--- src/rtl/spi_pkg.sv ---
// Shared constants for the SPI target: register addresses, status bit positions
// and the default byte returned on MISO when nothing is queued.
package spi_pkg;

    localparam logic REG_CTL  = 1'b0;
    localparam logic REG_DATA = 1'b1;

    localparam int unsigned ST_RXFULL  = 0;
    localparam int unsigned ST_OVR     = 1;
    localparam int unsigned ST_TXEMPTY = 2;
    localparam int unsigned ST_IRQEN   = 4;
    localparam int unsigned ST_SEL     = 7;

    localparam logic [7:0] IDLE_BYTE_DEFAULT = 8'hFF;

endpackage

--- src/rtl/spi_sync.sv ---
// N-flop synchronizer for an asynchronous input, plus one history flop that
// yields single-cycle rise/fall pulses on the synchronized value.
module spi_sync #(
    parameter int unsigned STAGES    = 2,
    parameter logic        RESET_VAL = 1'b0
) (
    input  logic i_clk,
    input  logic i_reset,
    input  logic i_d,
    output logic o_q,
    output logic o_rise,
    output logic o_fall
);

    logic [STAGES-1:0] sync_q;
    logic              prev_q;

    // Shift the raw input through the synchronizer chain and keep one history bit.
    always_ff @(posedge i_clk) begin
        if (i_reset) begin
            sync_q <= {STAGES{RESET_VAL}};
            prev_q <= RESET_VAL;
        end else begin
            sync_q <= {sync_q[STAGES-2:0], i_d};
            prev_q <= sync_q[STAGES-1];
        end
    end

    assign o_q    = sync_q[STAGES-1];
    assign o_rise = o_q & ~prev_q;
    assign o_fall = ~o_q & prev_q;

endmodule

--- src/rtl/spi_slave.sv ---
// Mode-0 SPI target with a two-register CPU interface (status/ctl, data) and a
// level interrupt. All SPI pins are oversampled in the i_clk domain.
module spi_slave
    import spi_pkg::*;
#(
    parameter int unsigned SYNC_STAGES = 2,
    parameter logic [7:0]  IDLE_BYTE   = IDLE_BYTE_DEFAULT
) (
    input  logic       i_clk,
    input  logic       i_reset,
    input  logic       i_addr,
    input  logic       i_cs,
    input  logic       i_we,
    input  logic [7:0] i_dat,
    output logic [7:0] o_dat,
    input  logic       i_sck,
    input  logic       i_ss_n,
    input  logic       i_mosi,
    output logic       o_miso,
    output logic       o_miso_oe,
    output logic       o_irq
);

    logic sck_s, sck_rise, sck_fall;
    logic ss_s, ss_rise, ss_fall;
    logic mosi_s, mosi_rise, mosi_fall;
    logic unused_sync;

    // SS_n resets to the deselected level so reset never fakes a select edge.
    spi_sync #(.STAGES(SYNC_STAGES), .RESET_VAL(1'b0)) u_sync_sck (
        .i_clk   (i_clk),
        .i_reset (i_reset),
        .i_d     (i_sck),
        .o_q     (sck_s),
        .o_rise  (sck_rise),
        .o_fall  (sck_fall)
    );

    spi_sync #(.STAGES(SYNC_STAGES), .RESET_VAL(1'b1)) u_sync_ss (
        .i_clk   (i_clk),
        .i_reset (i_reset),
        .i_d     (i_ss_n),
        .o_q     (ss_s),
        .o_rise  (ss_rise),
        .o_fall  (ss_fall)
    );

    spi_sync #(.STAGES(SYNC_STAGES), .RESET_VAL(1'b0)) u_sync_mosi (
        .i_clk   (i_clk),
        .i_reset (i_reset),
        .i_d     (i_mosi),
        .o_q     (mosi_s),
        .o_rise  (mosi_rise),
        .o_fall  (mosi_fall)
    );

    assign unused_sync = mosi_rise ^ mosi_fall ^ sck_s;

    logic       selected;
    logic       rd_strobe, wr_ctl, wr_data;
    logic       reload, byte_done;
    logic [7:0] rx_byte;
    logic [7:0] status;

    logic [7:0] shift_q, shift_d;
    logic [7:0] rx_data_q, rx_data_d;
    logic [7:0] tx_hold_q, tx_hold_d;
    logic [2:0] bit_cnt_q, bit_cnt_d;
    logic       rx_bit_q, rx_bit_d;
    logic       rx_full_q, rx_full_d;
    logic       overrun_q, overrun_d;
    logic       tx_full_q, tx_full_d;
    logic       irq_en_q, irq_en_d;
    logic       irq_q, irq_d;

    assign selected  = ~ss_s;
    assign rd_strobe = i_cs & ~i_we & (i_addr == REG_DATA);
    assign wr_ctl    = i_cs & i_we & (i_addr == REG_CTL);
    assign wr_data   = i_cs & i_we & (i_addr == REG_DATA);

    // Next-state: SPI shifting, byte completion, and CPU register side effects.
    always_comb begin
        shift_d   = shift_q;
        rx_data_d = rx_data_q;
        tx_hold_d = tx_hold_q;
        bit_cnt_d = bit_cnt_q;
        rx_bit_d  = rx_bit_q;
        rx_full_d = rx_full_q;
        overrun_d = overrun_q;
        tx_full_d = tx_full_q;
        irq_en_d  = irq_en_q;
        reload    = 1'b0;
        byte_done = 1'b0;
        // The LSB is held in rx_bit_q until the fall so shift[0] can still be
        // driven out on the 8th bit; the final MOSI bit is taken directly.
        rx_byte   = {shift_q[6:0], mosi_s};

        if (ss_fall) begin
            reload    = 1'b1;
            bit_cnt_d = 3'd0;
        end else if (ss_rise) begin
            bit_cnt_d = 3'd0;
        end else if (selected) begin
            if (sck_rise) begin
                rx_bit_d = mosi_s;
                if (bit_cnt_q == 3'd7) begin
                    byte_done = 1'b1;
                    reload    = 1'b1;
                    bit_cnt_d = 3'd0;
                end else begin
                    bit_cnt_d = bit_cnt_q + 3'd1;
                end
            end else if (sck_fall && bit_cnt_q != 3'd0) begin
                // bit_cnt == 0 here is the fall after a reload: keep the new byte.
                shift_d = {shift_q[6:0], rx_bit_q};
            end
        end

        if (reload) begin
            shift_d   = tx_full_q ? tx_hold_q : IDLE_BYTE;
            tx_full_d = 1'b0;
        end

        if (rd_strobe) begin
            rx_full_d = 1'b0;
        end
        if (wr_ctl) begin
            irq_en_d = i_dat[ST_IRQEN];
            if (i_dat[ST_OVR]) begin
                overrun_d = 1'b0;
            end
        end

        if (byte_done) begin
            if (rx_full_q && !rd_strobe) begin
                overrun_d = 1'b1;
            end else begin
                rx_data_d = rx_byte;
                rx_full_d = 1'b1;
            end
        end

        if (wr_data) begin
            tx_hold_d = i_dat;
            tx_full_d = 1'b1;
        end

        irq_d = irq_en_q & (rx_full_q | overrun_q);
    end

    // State register with synchronous reset.
    always_ff @(posedge i_clk) begin
        if (i_reset) begin
            shift_q   <= IDLE_BYTE;
            rx_data_q <= 8'h00;
            tx_hold_q <= 8'h00;
            bit_cnt_q <= 3'd0;
            rx_bit_q  <= 1'b0;
            rx_full_q <= 1'b0;
            overrun_q <= 1'b0;
            tx_full_q <= 1'b0;
            irq_en_q  <= 1'b0;
            irq_q     <= 1'b0;
        end else begin
            shift_q   <= shift_d;
            rx_data_q <= rx_data_d;
            tx_hold_q <= tx_hold_d;
            bit_cnt_q <= bit_cnt_d;
            rx_bit_q  <= rx_bit_d;
            rx_full_q <= rx_full_d;
            overrun_q <= overrun_d;
            tx_full_q <= tx_full_d;
            irq_en_q  <= irq_en_d;
            irq_q     <= irq_d;
        end
    end

    // Status word and read-data mux.
    always_comb begin
        status             = 8'h00;
        status[ST_RXFULL]  = rx_full_q;
        status[ST_OVR]     = overrun_q;
        status[ST_TXEMPTY] = ~tx_full_q;
        status[ST_IRQEN]   = irq_en_q;
        status[ST_SEL]     = selected;
        o_dat              = (i_addr == REG_DATA) ? rx_data_q : status;
    end

    assign o_miso    = selected & shift_q[7];
    assign o_miso_oe = selected;
    assign o_irq     = irq_q;

endmodule

--- config.mk ---
export PLATFORM = sky130hd
export DESIGN_NAME = spi_slave
export DESIGN_NICKNAME = d
export VERILOG_FILES = /design/src/rtl/spi_pkg.sv /design/src/rtl/spi_sync.sv /design/src/rtl/spi_slave.sv
export SDC_FILE = /design/constraint.sdc
export NUM_CORES = 1
export LEC_CHECK = 0
export BUFFER_PORTS_ARGS = -buffer_cell sky130_fd_sc_hd__buf_2
export CAP_MARGIN = 20
export CORE_AREA = 2 2 71 73
export CTS_CLUSTER_DIAMETER = 150
export CTS_CLUSTER_SIZE = 30
export DETAILED_ROUTE_END_ITERATION = 16
export DIE_AREA = 0 0 73 75
export GPL_TIMING_DRIVEN = 0
export PLACE_DENSITY_LB_ADDON = 0.15
export SYNTH_ARGS = -nofsm -noshare
export SYNTH_HDL_FRONTEND = slang
export SYNTH_SLANG_ARGS = --single-unit
--- constraint.sdc ---
create_clock -name i_clk -period 1.9 [get_ports i_clk]
set_clock_uncertainty 0.1 [all_clocks]
set_input_delay 0 -clock i_clk [delete_from_list [all_inputs] [get_ports i_clk]]
set_output_delay 0 -clock i_clk [all_outputs]
set_load 0.01 [all_outputs]
==> results of run 1 <==
[what timing repair did]
action                                 CTS  global route
gates resized for setup                  2             8
setup endpoints to repair               15            16
endpoints found under the hold margin   18             0
hold buffers                            12             0
[layout make-up]
cell class | instances | area, um^2
fill | 426 | 2170
multi-input combinational | 139 | 1120
sequential | 41 | 822
timing repair buffer | 37 | 245
clock buffer | 7 | 96.3
buffer | 13 | 70.1
tap | 54 | 67.6
inverter | 16 | 60.1
clock inverter | 1 | 5.00
[Yosys cell counts, drive strengths merged (5+ instances only)]
cell type	count	share of area (%)
inv	15	2.8
or2b	16	6.7
a41oi	8	3.4
nand2	18	3.3
buf	5	1.8
dfxtp	41	40
mux2i	12	5.9
ha	5	3.1
and2	11	3.9
o221ai	8	3.4
a21oi	11	2.7
nor2b	5	1.5
o311ai	8	6.4
clkbuf	9	1.7
nor2	7	1.4
[cell families after synthesis]
logic type      after synthesis  share of synthesized area [%]
flops                        41                           40.2
mux                          15                           7.54
simple gates                 76                           23.8
compound gates               43                           18.9
fa+ha+maj                     5                           3.06
buf+inv                      30                           6.43
[power by group]
group	internal, mW	total, mW	switching, mW
sequential	0.882	0.897	0.0153
combinational	0.0840	0.170	0.0865
clock	0.328	0.634	0.305
total	1.29	1.70	0.407
[routing by layer]
layer / track usage, % / up-vias
li1: - / 824
met1: 23.5 / 749
met2: 28.6 / 33
met3: 3.75 / 10
met4: 8.23 / 0
met5: 0 / -
[worst max-delay path by stage]
stage	start	endpoint	slack, ns	depth (start not counted)
after floorplan	u_sync_ss.sync_q[1]	rx_data_q[0]	0.09	6
after global placement	u_sync_ss.sync_q[1]	rx_data_q[7]	-0.24	6
after detailed placement	u_sync_ss.sync_q[1]	rx_data_q[2]	-0.23	6
after CTS	u_sync_ss.sync_q[1]	rx_data_q[1]	0.04	6
after global routing	u_sync_ss.sync_q[1]	rx_data_q[3]	0.006	6
final	u_sync_ss.sync_q[1]	shift_q[3]	0.1	5
[sequential cells by signal (all words and copies together), names as in the netlist]
signal              count
irq_en_q                1
bit_cnt_q               3
rx_full_q               1
u_sync_ss.sync_q        2
rx_bit_q                1
u_sync_sck.prev_q       1
shift_q                 8
tx_hold_q               8
u_sync_sck.sync_q       2
overrun_q               1
u_sync_ss.prev_q        1
o_irq                   1
tx_full_q               1
rx_data_q               8
u_sync_mosi.sync_q      2
[worst min-delay path, delay by kind of cell]
family / cells / cell delay [ns]
AOI/OAI and AO/OA: 1 / 0.09
buffers and inverters: 1 / 0.12
and+or+nand+nor: 2 / 0.18
[metrics by stage]
step | cells | setup WS [ns] | setup TNS (ns) | area (um^2) | util, %
floorplan | 210 | 0.0944 | 0 | 2040 | -
global placement | 289 | -0.238 | -1.77 | 2230 | 47.9
finish | 308 | 0.0977 | 0 | 2490 | 53.4
detailed placement | 289 | -0.233 | -1.77 | 2230 | 47.9
CTS | 308 | 0.0408 | 0 | 2460 | 52.8
global route | 308 | 0.00602 | 0 | 2490 | 53.4
[cells in the final DEF, fill, tap and decap left out, types with 2 or more instances in the layout]
cell type and instances:
nor2b_1 5, mux2i_1 12, ha_1 2, o311ai_2 8, or2b_1 3, mux2_2 3, nor2_1 5, o21ai_0 3
nand2_1 18, nor3b_4 2, o221ai_1 8, ha_2 3, or2_2 3, dlygate4sd3_1 12, dfxtp_1 40, a21oi_1 11
nand3b_1 2, buf_2 27, nor4_1 3, inv_1 15, buf_6 2, or2b_2 13, and2_2 8, a41oi_1 8
clkbuf_8 7, clkbuf_1 8, nor2_2 2, and2_1 3, nand3_1 2
==> impl_summary.log, run 1 <==
[metrics] gr usage total: 18.0%
[metrics] Hold Violations, Final: 0
[metrics] growth of design area from synthesis to finish: 21.9%
[metrics] total nets after synthesis: 231
[metrics] final critical-path required period: ~1.8 ns
[metrics] Post-synth EDFFs: 0
[metrics] Rel. slew slack: roughly 66%
[metrics] number of I/O port buffers: 25
[metrics] routed wire length on met3: approximately 130 um
[metrics] total power draw: between 1.5 and 2 mW
[metrics] mean instance size in the synthesized netlist: 9.72 um^2
[metrics] worst reg2reg path endpoint: shift_q[3]
[metrics] number of nets in the layout: 274
[metrics] sum of net half-perimeters after detailed placement: slightly above 3000 um
[metrics] number of DRC violations after detailed routing: 0
[metrics] Final Routed Wirelength: roughly 4400 um
[metrics] max-cap viol count: 0
[metrics] detail-routed via count per cell: 5.25
[metrics] overall die width: 73 um
[metrics] IO Count: 27
[metrics] Hold Path Depth: 4
[metrics] number of unique standard cell types used by synthesis: 39
[metrics] worst-margin pin slew: between 0.5 and 0.6 ns
[metrics] Critical Path End Type: flip-flop
[metrics] sequential share of the synthesized area: ~40%
[metrics] Max Clock Freq: about 0.55 GHz
[metrics] maximum buffer depth of the clock tree: 2
[metrics] number of antenna violations at the first check in global routing: 0
[metrics] unrepaired setup endpoints after global routing: false
[metrics] Req. time, crit path: ~2 ns
[metrics] area inside the core boundary: ~4700 um^2
[metrics] GRT overflow: 0
[metrics] Final Wtd Congestion: ~0.74
[metrics] number of global-route vias before repair: ~1.6k
[metrics] CTS Buf Count: 5
[metrics] routed metal-1 wirelength: 2130 um
[metrics] startpoint of the most critical hold path: i_cs
[metrics] final worst hold slack: between 0.02 and 0.025 ns
[metrics] pin count of the biggest net entering global routing: 13
[metrics] final setup violation count: 0
[metrics] run status: completed
[metrics] clock tree from TritonCTS: done
[metrics] clock latency on the worst-skew pair: roughly 0.3 ns
[metrics] met2 wirelength from detailed routing: between 2000 and 2500 um
[metrics] number of register bits inferred by synthesis: 41
[metrics] initial core utilization: between 40% and 50%
[metrics] register-to-register setup slack: 0.1 ns
[metrics] element type at the critical path start: flip-flop
[metrics] source of the worst register-to-register timing path: u_sync_ss.sync_q[1]
[metrics] first-pass detailed-route iteration total: 4
[metrics] worst voltage drop across the vdd grid: just under 0.5 mV
[metrics] chip height: 75 um
[metrics] number of standard cells after synthesis: 210
[metrics] fin crit share: a little over nine tenths
[metrics] cell chain of the critical path: inv_1 > ha_2 > clkbuf_1 > o221ai_1 > o311ai_2
[metrics] Main synth FF type: dfxtp_1
[metrics] layout cell share with drive strength beyond 1: between 30% and 40%
[metrics] worst hold path class: in -> reg
[metrics] count of clock tree sinks: a little over 40
[metrics] H-tree lvl count: 2
[metrics] # diodes: 0
[metrics] Async SR Flop Fraction: 0%
[metrics] First DRT Iteration DRCs: 53
[metrics] Yosys warning total: 0
[metrics] number of rows created at floorplan: 25
[metrics] Static Leakage: around 1 nW
[metrics] Syn Std Cell Area: roughly 2000 um^2
[metrics] clock transition at the registers of the reported paths: 0.08 ns
[metrics] Power per Cell Area: between 600 and 700 nW/um^2
[metrics] highest metal layer with signal wires: met4
[metrics] antenna viol nets, final: 0
[metrics] cell at the slowest stage of the critical path: dfxtp_2
[metrics] Setup Crit Path Kind: reg -> reg
[metrics] first-pass GRT wire length: around 7400 um
[metrics] family of cells with the greatest summed delay on the critical path: compound AO/OA/AOI/OAI gates
[metrics] postcts setup bufs: 0
[metrics] root buffer cell: clkbuf_8
[metrics] Vias: 1,616
[metrics] Routed wire per std cell: about 14 um
[metrics] Critical Path AT: between 1.5 and 2 ns
[metrics] total die area: 5480 um^2
[metrics] Slowest Stage Delay on Critical Path: roughly 0.43 ns
[metrics] Reg2Reg Depth: 5
[metrics] Slew Limit Fails: 0
[metrics] CP max FO: 10
[metrics] Buf/Inv on CP: 2
[metrics] Hold Path Sink: rx_full_q
(Power assumes the default switching activity.)
==> run 2, diff against run 1 <==
CELL_PAD_IN_SITES_DETAIL_PLACEMENT = 1   (was unset)
CELL_PAD_IN_SITES_GLOBAL_PLACEMENT = 1   (was unset)
CORE_AREA = 2 2 72 74   (was 2 2 71 73)
CTS_CLUSTER_SIZE = unset   (was 30)
DIE_AREA = 0 0 74 76   (was 0 0 73 75)
GPL_ROUTABILITY_DRIVEN = 0   (was unset)
==> run 2 against run 1 <==
  * Hold slack worse by 0.0033 ns
  * Die area up 2.7%
  * Wire length up 13%
  * Design area up 1.0%
  * First-iteration DRC count down 30%
  * Sequential power about the same
  * Total power down 3.6%
  * Maximum frequency up 0.15%
  * Combinational power about the same
  * Highest routed layer unchanged
==> impl_summary.log, run 2 (synthesis gave the netlist of run 1 again) <==
[metrics] cell chain of the critical path: ha_1 > ha_2 > nor4bb_2 > buf_4 > o21a_4 > o311ai_2
[metrics] final worst hold slack: 0.0191 ns (-0.00326 ns)
[metrics] number of nets in the layout: 276 (+0.73%)
[metrics] gr usage total: 19.3% (+1.3 points)
[metrics] chip height: 76 um (+1.3%)
[metrics] unrepaired setup endpoints after global routing: false
[metrics] initial core utilization: 41.6% (-2.2 points)
[metrics] layout cell share with drive strength beyond 1: 34.0% (+0.52 points)
[metrics] IO Count: 27 (unchanged)
[metrics] proportion of power drawn by flip-flops and latches: 54.8% (+2.1 points)
[metrics] Placement Cell Area: 2250 um^2 (+0.90%)
[metrics] Int Power: 1.22 mW (-5.7%)
[metrics] number of I/O port buffers: 25 (unchanged)
[metrics] Routed wire per std cell: 15.2 um (+6.7%)
[metrics] Slew Limit Fails: 0 (unchanged)
[metrics] net switching power figure: 0.418 mW (+2.8%)
[metrics] Req. time, crit path: 2.01 ns (+0.05 ns)
[metrics] Static Leakage: 1.02 nW (+0.19%)
[metrics] final critical-path required period: 1.80 ns (-0.00277 ns)
[metrics] root buffer cell: clkbuf_8
[metrics] commonest cells after routing, fill and taps aside: dfxtp_1 (39), buf_2 (27), nand2_1 (18), inv_1 (15)
[metrics] first-pass detailed-route iteration total: 4 (unchanged)
[metrics] first-pass GRT wire length: 8220 um (+11%)
[metrics] number of DRC violations after detailed routing: 0 (unchanged)
[metrics] Vias: 1,682 (+4.1%)
[metrics] clock tree from TritonCTS: done
[metrics] CP max FO: 8 (-2)
[metrics] Final Routed Wirelength: 4970 um (+13%)
[metrics] Hold Violations, Final: 0 (unchanged)
[metrics] setup TNS: 0 ns (unchanged)
[metrics] # diodes: 0 (unchanged)
[metrics] worst hold path class: in -> reg
[metrics] GRT overflow: 0 (unchanged)
[metrics] final setup violation count: 0 (unchanged)
[metrics] most common library cell in the layout ignoring fill and taps: dfxtp_1
[metrics] number of rows created at floorplan: 26 (+4.0%)
[metrics] power share of the combinational group: 10.6% (+0.6 points)
[metrics] H-tree lvl count: 2 (unchanged)
[metrics] max-cap viol count: 0 (unchanged)
[metrics] Critical Path AT: 1.91 ns (+0.05 ns)
[metrics] CTS Buf Count: 5 (unchanged)
[metrics] antenna viol nets, final: 0 (unchanged)
[metrics] Clk pwr share: 34.7% (-2.5 points)
[metrics] number of global-route vias before repair: 1,684 (+5.8%)
[metrics] worst-margin pin slew: 0.549 ns (+0.0378 ns)
[metrics] number of antenna violations at the first check in global routing: 0 (unchanged)
[metrics] registers with the most flip-flops: rx_data_q (8), shift_q (8), tx_hold_q (8)
[metrics] fin crit share: 94.7% (-0.15 points)
[metrics] Power per Cell Area: 652 nW/um^2 (-4.6%)
[metrics] clock transition at the registers of the reported paths: 0.08 ns (about the same)
[metrics] Setup Crit Path Kind: reg -> reg
[metrics] Rel. slew slack: 63.4% (-2.5 points)
[metrics] cell at the slowest stage of the critical path: dfxtp_2
[metrics] count of clock tree sinks: 41 (unchanged)
[metrics] number of fill cells: 581 (+36%)
[metrics] area inside the core boundary: 4910 um^2 (+5.4%)
[metrics] growth of design area from synthesis to finish: 23.2%
[metrics] worst voltage drop across the vdd grid: 0.341 mV (-31%)
[metrics] First DRT Iteration DRCs: 37 (-30%)
[metrics] element type at the critical path start: flip-flop
[metrics] overall die width: 74 um (+1.4%)
[metrics] Max Clock Freq: 0.556 GHz (+0.15%)
[metrics] detail-routed via count per cell: 5.16 (-1.7%)
[metrics] share of total power consumed by net switching: 25.5% (+1.6 points)
[metrics] Slowest Stage Delay on Critical Path: 0.34 ns (-0.09 ns)
[metrics] Critical Path End Type: flip-flop
[metrics] sum of net half-perimeters after detailed placement: 3490 um (+15%)
[metrics] total die area: 5620 um^2 (+2.7%)
[metrics] final design area excluding fillers: 2510 um^2 (+1.0%)
[metrics] run status: completed
[metrics] maximum buffer depth of the clock tree: 2 (unchanged)
[metrics] pin count of the biggest net entering global routing: 13 (unchanged)
[metrics] clock latency on the worst-skew pair: 0.30 ns (about the same)
run 2: changes by cell type in the layout (fill, tap and decap cells not counted), sizes merged:
cell,delta
buf,+1
clkbuf,-1
clkinv,+1
dlygate4sd3,+1
run 2: what timing repair did:
item                       in CTS  in global routing
gates resized for setup         4                  9
pin swaps                       0                  1
hold endpoints to repair       19                  0
setup buffers                   0                  1
setup endpoints to repair      17                 16
hold buffers                   13                  0
run 2: power groups by stage:
stage / Combinational [mW] / Clock, mW / Sequential [mW]
detailed placement: 0.150 / 0 / 0.918
finish: 0.173 / 0.569 / 0.898
floorplan: 0.103 / 0 / 0.912
global placement: 0.147 / 0 / 0.918
global route: 0.193 / 0.628 / 0.901
CTS: 0.173 / 0.588 / 0.898
run 2: routing by layer:
metal | global-route usage (%) | share of wire (%) | wire (um)
met1 | 26.0 | 46 | 2300
met2 | 30.4 | 49 | 2440
met3 | 4.37 | 3.3 | 164
met4 | 6.00 | 1.3 | 66
met5 | 0 | 0 | 0
run 2: layout make-up:
cell class / instances / area, um^2 / share of cell area, %
Multi-Input combinational cell: 139 / 1130 / 44.8
Sequential cell: 41 / 826 / 32.8
Timing Repair Buffer: 39 / 263 / 10.4
Tap cell: 70 / 87.6 / 3.48
Clock buffer: 6 / 72.6 / 2.89
Buffer: 13 / 70.1 / 2.79
Inverter: 16 / 60.1 / 2.39
Clock inverter: 2 / 10.0 / 0.398
run 2: through the flow:
stage	util (%)	instances	power [mW]	setup WS (ns)
after floorplan	-	210	1.01	0.0944
after global placement	45.9	305	1.07	-0.265
after detailed placement	45.9	305	1.07	-0.271
after CTS	50.5	325	1.66	0.00685
after global routing	51.2	326	1.72	0.0190
final	51.2	326	1.64	0.100
run 2: final timing paths:
kind / startpoint / endpoint / slack (ns) / depth (start not counted)
min reg2reg: u_sync_ss.sync_q[0] / u_sync_ss.sync_q[1] / 0.34 / 1
max reg2reg: bit_cnt_q[0] / shift_q[1] / 0.10 / 6
min: i_cs / overrun_q / 0.02 / 4
max: bit_cnt_q[0] / shift_q[1] / 0.10 / 6
run 2: critical path, delay by kind of cell (launching register included):
| kind | cells | cell delay, ns |
|---|---|---|
| compound gates | 2 | 0.53 |
| flops | 1 | 0.34 |
| simple gates | 1 | 0.17 |
| fa+ha+maj | 2 | 0.40 |
| buf+inv | 1 | 0.16 |
